[src/rtl/matrix_transpose_mxp_pkg.sv]
// mtx_pkg: shared FSM states, mode codes and index-width helper for the matrix blocks
package mtx_pkg;
   typedef enum logic [1:0] {S_IDLE, S_FETCH, S_STREAM, S_DONE} state_t;
   localparam logic MODE_TRANSPOSE = 1'b0;
   localparam logic MODE_PASS = 1'b1;
   function automatic int idx_w(input int n);
      return n > 1 ? $clog2(n) : 1;
   endfunction
endpackage

[src/rtl/matrix_transpose_mxp_if.sv]
// matrix_transpose_mxp_if: load port, frame control and streaming output of the transpose engine
//   master drives start/mode/a_in/a_addr/a_wen/c_ready; slave drives c_out/c_valid/c_row/c_col/c_last/busy/done/wr_err
interface matrix_transpose_mxp_if #(
   parameter int M = 3,
   parameter int P = 3,
   parameter int DATA_WIDTH = 32
) ();
   import mtx_pkg::*;
   localparam int AW = idx_w(M * P);
   localparam int IW = idx_w(M > P ? M : P);
   logic start, mode, a_wen, c_valid, c_ready, c_last, busy, done, wr_err;
   logic signed [DATA_WIDTH-1:0] a_in, c_out;
   logic [AW-1:0] a_addr;
   logic [IW-1:0] c_row, c_col;
   modport master (
      output start, mode, a_in, a_addr, a_wen, c_ready,
      input c_out, c_valid, c_row, c_col, c_last, busy, done, wr_err
   );
   modport slave (
      input start, mode, a_in, a_addr, a_wen, c_ready,
      output c_out, c_valid, c_row, c_col, c_last, busy, done, wr_err
   );
endinterface

[src/rtl/matrix_transpose_mxp_index_gen.sv]
// mtx_index_gen: row/col walker over the output matrix with last flag and row-major storage read address
//   i_clr restarts at (0,0); i_adv steps one element; i_row_max/i_col_max bound the walk;
//   i_mode selects transpose (A[c*P+r]) or pass-through (A[r*P+c]) addressing
module mtx_index_gen import mtx_pkg::*; #(
   parameter int M = 3,
   parameter int P = 3,
   localparam int AW = idx_w(M * P),
   localparam int IW = idx_w(M > P ? M : P)
) (
   input  logic          clk,
   input  logic          rst_n,
   input  logic          i_clr,
   input  logic          i_adv,
   input  logic          i_mode,
   input  logic [IW-1:0] i_row_max,
   input  logic [IW-1:0] i_col_max,
   output logic [IW-1:0] o_row,
   output logic [IW-1:0] o_col,
   output logic          o_last,
   output logic [AW-1:0] o_addr
);
   logic [IW-1:0] r_row, r_col;
   logic w_row_end;
   assign w_row_end = r_col == i_col_max;
   assign o_last = w_row_end && r_row == i_row_max;
   assign o_row = r_row;
   assign o_col = r_col;
   assign o_addr = i_mode == MODE_PASS ? AW'(r_row) * AW'(P) + AW'(r_col)
                                       : AW'(r_col) * AW'(P) + AW'(r_row);
   always_ff @(posedge clk or negedge rst_n)
      if (!rst_n) begin
         r_row <= '0;
         r_col <= '0;
      end else if (i_clr) begin
         r_row <= '0;
         r_col <= '0;
      end else if (i_adv) begin
         r_col <= w_row_end ? '0 : r_col + 1'b1;
         r_row <= o_last ? '0 : w_row_end ? r_row + 1'b1 : r_row;
      end
endmodule

[src/rtl/matrix_transpose_mxp.sv]
// matrix_transpose_mxp: MxP matrix store streamed out transposed or unchanged over a valid/ready port
//   clk, rst_n (async active-low); s: matrix_transpose_mxp_if.slave (load port, frame control, output stream)
//   MTX_TRANSPOSE_PINGPONG_EN: two banks so the next matrix loads while the current one streams
module matrix_transpose_mxp import mtx_pkg::*; #(
   parameter int M = 3,
   parameter int P = 3,
   parameter int DATA_WIDTH = 32
) (
   input logic clk,
   input logic rst_n,
   matrix_transpose_mxp_if.slave s
);
   localparam int MP = M * P;
   localparam int AW = idx_w(MP);
   localparam int IW = idx_w(M > P ? M : P);
   localparam logic [AW:0] MP_W = (AW + 1)'(MP);
   state_t r_state;
   logic r_mode, r_c_valid, r_c_last, r_done, r_wr_err;
   logic signed [DATA_WIDTH-1:0] r_c_out, w_rd_data;
   logic [IW-1:0] r_c_row, r_c_col, w_row, w_col, w_row_max, w_col_max;
   logic [AW-1:0] w_rd_addr;
   logic w_last, w_start, w_load, w_wr_ok, w_in_range;
   assign w_start = r_state == S_IDLE && s.start;
   // Fetch the element under the index pointer on FETCH and on every non-final handshake
   assign w_load = r_state == S_FETCH || (r_state == S_STREAM && r_c_valid && s.c_ready && !r_c_last);
   assign w_in_range = {1'b0, s.a_addr} < MP_W;
   assign w_row_max = r_mode == MODE_PASS ? IW'(M - 1) : IW'(P - 1);
   assign w_col_max = r_mode == MODE_PASS ? IW'(P - 1) : IW'(M - 1);
   mtx_index_gen #(.M(M), .P(P)) u_idx (
      .clk(clk), .rst_n(rst_n), .i_clr(w_start), .i_adv(w_load), .i_mode(r_mode),
      .i_row_max(w_row_max), .i_col_max(w_col_max),
      .o_row(w_row), .o_col(w_col), .o_last(w_last), .o_addr(w_rd_addr)
   );
`ifdef MTX_TRANSPOSE_PINGPONG_EN
   logic r_wr_bank, r_rd_bank;
   logic signed [DATA_WIDTH-1:0] r_mem [2][MP];
   assign w_wr_ok = w_in_range;
   assign w_rd_data = r_mem[r_rd_bank][w_rd_addr];
   always_ff @(posedge clk or negedge rst_n)
      if (!rst_n) begin
         r_wr_bank <= 1'b0;
         r_rd_bank <= 1'b0;
      end else if (w_start) begin
         r_rd_bank <= r_wr_bank;
         r_wr_bank <= ~r_wr_bank;
      end
   // A write alongside the accepted start still lands in the bank the frame will read
   always_ff @(posedge clk)
      if (s.a_wen && w_wr_ok) r_mem[r_wr_bank][s.a_addr] <= s.a_in;
`else
   logic signed [DATA_WIDTH-1:0] r_mem [MP];
   assign w_wr_ok = w_in_range && r_state == S_IDLE;
   assign w_rd_data = r_mem[w_rd_addr];
   always_ff @(posedge clk)
      if (s.a_wen && w_wr_ok) r_mem[s.a_addr] <= s.a_in;
`endif
   always_ff @(posedge clk or negedge rst_n)
      if (!rst_n) begin
         r_state <= S_IDLE;
         r_mode <= MODE_TRANSPOSE;
         r_c_out <= '0;
         r_c_valid <= 1'b0;
         r_c_row <= '0;
         r_c_col <= '0;
         r_c_last <= 1'b0;
         r_done <= 1'b0;
         r_wr_err <= 1'b0;
      end else begin
         r_done <= 1'b0;
         r_wr_err <= s.a_wen && !w_wr_ok;
         if (w_load) begin
            r_c_out <= w_rd_data;
            r_c_row <= w_row;
            r_c_col <= w_col;
            r_c_last <= w_last;
         end
         case (r_state)
            S_IDLE: if (s.start) begin
               r_mode <= s.mode;
               r_state <= S_FETCH;
            end
            S_FETCH: begin
               r_c_valid <= 1'b1;
               r_state <= S_STREAM;
            end
            S_STREAM: if (r_c_valid && s.c_ready && r_c_last) begin
               r_c_valid <= 1'b0;
               r_done <= 1'b1;
               r_state <= S_DONE;
            end
            S_DONE: r_state <= S_IDLE;
         endcase
      end
   assign s.c_out = r_c_out;
   assign s.c_valid = r_c_valid;
   assign s.c_row = r_c_row;
   assign s.c_col = r_c_col;
   assign s.c_last = r_c_last;
   assign s.busy = r_state != S_IDLE;
   assign s.done = r_done;
   assign s.wr_err = r_wr_err;
endmodule
[src/flat_wrapper.sv]
// flat-port wrapper written by rule: the top's interface ports become plain ports
module matrix_transpose_mxp_flat import mtx_pkg::*;
#(
   parameter int M = 3,
   parameter int P = 3,
   parameter int DATA_WIDTH = 32
)
  (clk, rst_n, s_start, s_mode, s_a_in, s_a_addr, s_a_wen, s_c_ready, s_c_out, s_c_valid, s_c_row, s_c_col, s_c_last, s_busy, s_done, s_wr_err);
  matrix_transpose_mxp_if #(.M(M), .P(P), .DATA_WIDTH(DATA_WIDTH)) s_i ();
  input logic clk;
  input logic rst_n;
  input wire logic [$bits(s_i.start)-1:0] s_start;
  input wire logic [$bits(s_i.mode)-1:0] s_mode;
  input wire logic [$bits(s_i.a_in)-1:0] s_a_in;
  input wire logic [$bits(s_i.a_addr)-1:0] s_a_addr;
  input wire logic [$bits(s_i.a_wen)-1:0] s_a_wen;
  input wire logic [$bits(s_i.c_ready)-1:0] s_c_ready;
  output wire logic [$bits(s_i.c_out)-1:0] s_c_out;
  output wire logic [$bits(s_i.c_valid)-1:0] s_c_valid;
  output wire logic [$bits(s_i.c_row)-1:0] s_c_row;
  output wire logic [$bits(s_i.c_col)-1:0] s_c_col;
  output wire logic [$bits(s_i.c_last)-1:0] s_c_last;
  output wire logic [$bits(s_i.busy)-1:0] s_busy;
  output wire logic [$bits(s_i.done)-1:0] s_done;
  output wire logic [$bits(s_i.wr_err)-1:0] s_wr_err;
  assign s_i.start = s_start;
  assign s_i.mode = s_mode;
  assign s_i.a_in = s_a_in;
  assign s_i.a_addr = s_a_addr;
  assign s_i.a_wen = s_a_wen;
  assign s_i.c_ready = s_c_ready;
  assign s_c_out = s_i.c_out;
  assign s_c_valid = s_i.c_valid;
  assign s_c_row = s_i.c_row;
  assign s_c_col = s_i.c_col;
  assign s_c_last = s_i.c_last;
  assign s_busy = s_i.busy;
  assign s_done = s_i.done;
  assign s_wr_err = s_i.wr_err;
  matrix_transpose_mxp #(.M(M), .P(P), .DATA_WIDTH(DATA_WIDTH)) u_core (.clk(clk), .rst_n(rst_n), .s(s_i));
endmodule
[config.mk]
export PLATFORM = sky130hd
export DESIGN_NAME = matrix_transpose_mxp_flat
export DESIGN_NICKNAME = d
export VERILOG_FILES = /design/src/rtl/matrix_transpose_mxp_pkg.sv /design/src/rtl/matrix_transpose_mxp_if.sv /design/src/rtl/matrix_transpose_mxp_index_gen.sv /design/src/rtl/matrix_transpose_mxp.sv /design/src/flat_wrapper.sv
export SDC_FILE = /design/constraint.sdc
export NUM_CORES = 1
export LEC_CHECK = 0
export BUFFER_PORTS_ARGS = -buffer_cell sky130_fd_sc_hd__clkbuf_2
export CAP_MARGIN = 40
export CORE_MARGIN = 2
export CORE_UTILIZATION = 50
export DETAILED_ROUTE_END_ITERATION = 12
export HOLD_SLACK_MARGIN = 0.1
export PLACE_DENSITY = 0.68
export SLEW_MARGIN = 40
export SYNTH_ARGS = -nofsm -noshare
export SYNTH_HDL_FRONTEND = slang
export SYNTH_SLANG_ARGS = --single-unit
export TNS_END_PERCENT = 10
[constraint.sdc]
create_clock -name clk -period 7.4 [get_ports clk]
set_input_delay 0.37 -clock clk [delete_from_list [all_inputs] [get_ports clk]]
set_output_delay 0.37 -clock clk [all_outputs]
set_load 0.005 [all_outputs]
==> reports/results.tsv <==
stage	metric	value	unit
status	run status	finished clean	
pwr	Leak	0.00533	µW
die	Die Wd	168	µm
cts	htree depth	2	
cts	Num CTS Buffers	35	
setup_path	Req. time, crit path	7.78	ns
yosys	Syn Nets	854	
layout	Layout Cells excl Fill	1253	
sta	endpoints failing setup	0	
yosys	top-count cell post-synth	edfxtp_1	
sta	Clock Skews	0.0169	ns
setup_path	CP endpoint kind	flip-flop	
yosys	Async S/R FF share, synth	14.0	%
placement	setup slack at placement	3.91	ns
drt	WL/cell	23.4	µm
global_routing	initial antenna violation count	2	
sta	Final Cycle Share	47.0	%
placement	I/O Buffers	82	
setup_path	cells on worst reg2reg path	9	
pwr	Max VDD drop	0.327	mV
yosys	dominant cell type by area after synthesis	edfxtp_1	
drt	DR vias/cell	5.80	
drt	routed wire length	29300	µm
cts	Clock Sinks	335	
layout	Nets	944	
layout	Final Util	57.5	%
drt	vias	7265	
sta	Worst Tran Pin Value	0.739	ns
layout	FILL cells	2067	
setup_path	Startpoint Class	flip-flop	
pwr	pwr dens	420	nW/µm²
yosys	Syn. warnings	0	
global_routing	number of global-route vias before repair	7445	
layout	Layout area overhead	14.1	%
job	MaxCap Viol Count	0	
sta	Final Hold Fails	0	
placement	gpl congestion	0.755	
drt	Remaining DRCs	0	
global_routing	gr usage total	21.1	%
global_routing	first-pass GRT wire length	45200	µm
yosys	Synth Area in Adders	1.52	%
worst_hold_path	Hold WC Path Type	primary input to flip-flop	
layout	fraction of layout cells with a size suffix above 1	27.3	%
setup_path	Critical Path AT	3.85	ns
sta	worst setup margin	3.92	ns
yosys	Netlist cell types	40	
yosys	post-synth top area share	64.2	%
die	Initial Utilization	50.4	%
cts	worst-skew pair later-pin latency	0.51	ns
yosys	sequential element share of the synthesized area	73.0	%
yosys	Synth Register Bits	335	
yosys	Most used DFF post-synth	edfxtp_1	
yosys	dominant cells by area after synthesis	edfxtp_1 (64%), dfrtp_1 (8.7%), mux2_2 (4.3%)	
die	Die Y	168	µm
yosys	Synth Area in Compound Gates	11.1	%
cts	clock buffer depth	3	
die	core area	26700	µm²
yosys	XOR/XNOR share of the synthesized area	0	%
yosys	area fraction in and, or, nand and nor cells after synthesis	3.19	%
cts	clock tree from TritonCTS	yes	
worst_hold_path	hold path cells	3	
cts	CTS root buf	clkbuf_16	
sta	Fmax	288	MHz
setup_path	Max FO, Critical Path	33	
placement	Cell Count Post-Placement	1189	
drt	drt pass-1 iters	5	
yosys	largest family of logic cells by synthesized area	compound AO/OA/AOI/OAI gates	
drt	DR iter-0 viols	637	
pwr	Tot Pwr	6440	µW
sta	final setup TNS	0	ns
yosys	number of synthesized flops with an enable pin	288	
yosys	Commonest cells post-synth	edfxtp_1 (288), nand2_1 (76), mux2_2 (52), dfrtp_1 (47), mux2i_1 (38)	
yosys	post-synthesis mux area share	8.48	%
sta	Pins Over Slew Limit	0	
die	Rows	60	
global_routing	remaining global-route overflow	0	
drt	Final ANT Viol Nets	0	
sta	RSZ-0062 raised after global routing	false	
global_routing	largest net degree at the start of global routing	66	
sta	post-layout min period	3.48	ns
sta	Slew HR	50.8	%
cts	Clk pin slew, worst setup/hold paths	0.06	ns
placement	dpl hpwl	15600	µm
yosys	mean post-synth cell area	16.9	µm²
yosys	Post-Syn Area	13500	µm²
yosys	Syn Inst Count	798	
die	die area	28300	µm²
setup_path	critical path type	flip-flop to flip-flop	
die	I/O pin cnt	83	
## critical path: stages (launching register included)
cell and delay, ns:
dfrtp_1 0.45, fa_1 0.56, ha_1 0.14, inv_1 0.05, fa_1 0.42, mux2i_4 0.14, buf_4 0.41, or2_2 0.55
buf_4 0.46, o31ai_2 0.13
## path summary, 6_finish.rpt
kind | startpoint | to | slack [ns]
setup / recovery | u_core.u_idx.o_row[1] | u_core.s.c_out[18] | 3.92
hold reg to reg | u_core.s.c_row[0] | u_core.s.c_row[0] | 0.48
setup reg to reg | u_core.u_idx.o_row[1] | u_core.s.c_out[18] | 3.92
hold / removal | s_a_addr[3] | u_core.s.wr_err | 0.14
max in group asynchronous | rst_n | u_core.s.c_out[8] | 6.35
min in group asynchronous | rst_n | u_core.s.done | 0.54
## metrics by stage
| stage | hold slack [ns] | instance area (µm²) |
|---|---|---|
| 2_1_floorplan | 0.0744 | 13500 |
| 3_3_place_gp | 0.465 | 14200 |
| 3_5_place_dp | 0.475 | 14300 |
| 4_1_cts | 0.129 | 15400 |
| 5_1_grt | 0.145 | 15400 |
| 6_report | 0.140 | 15400 |
## cell type report
type                    count  area, µm²  area share (%)
diodes                      1       2.50          0.0163
inverters                  12       45.0           0.293
multi-input cells         398       3370            22.0
clock inverters             8       68.8           0.448
flip-flops and latches    335       9820            64.0
well taps                 341        427            2.78
clock buffers              52        980            6.38
repair buffers            106        638            4.16
## sequential cells by signal, indices dropped and copies added, names as in the netlist, 2 cells and up
name,flops
u_core.r_mem,288
u_core.r_state,2
u_core.s.c_col,2
u_core.s.c_out,32
u_core.s.c_row,2
u_core.u_idx.o_col,2
u_core.u_idx.o_row,2
## cell usage in the layout (no fill, tap or decap), types with 12 or more instances in the layout
cell / n
edfxtp_1: 288
clkbuf_2: 82
nand2_1: 76
mux2_2: 52
dfrtp_1: 47
mux2i_1: 37
clkbuf_16: 35
a21boi_0: 33
a32o_1: 32
o211ai_1: 32
o31ai_2: 30
o22ai_1: 29
buf_4: 19
mux2_1: 13
clkbuf_1: 13
inv_1: 12
## where the power goes
group / internal [µW] / switching (µW) / total (µW) / leakage [µW]
Combinational: 1060 / 1450 / 2500 / 0.00165
Sequential: 2200 / 109 / 2310 / 0.00317
Clock: 949 / 675 / 1620 / 0.000509
## kinds of logic (layout without fill, tap and decap cells)
kind of cell / Yosys count / after routing
AND/OR/NAND/NOR: 103 / 103
adder cells (fa/ha/maj): 14 / 14
multiplexers: 105 / 105
flip-flops: 335 / 335
AO/OA/AOI/OAI: 176 / 176
other: 0 / 1
buffers and inverters: 65 / 178
## what timing repair did
| action | in CTS | in global routing |
|---|---|---|
| buffers inserted | 0 | 0 |
| gates resized for setup | 0 | 0 |
| hold buffers | 3 | 0 |
| endpoints found under the hold margin | 49 | 0 |
## metal layers
layer	GRT usage (%)	share of wire [%]	vias up	routed length [µm]
met3	3.95	5.6	35	1650
met2	35.9	50	221	14600
met5	0	0.044	-	13
met1	28.3	43	3699	12600
li1	-	-	3308	-
met4	5.66	1.6	2	481
(Power assumes the default switching activity.)
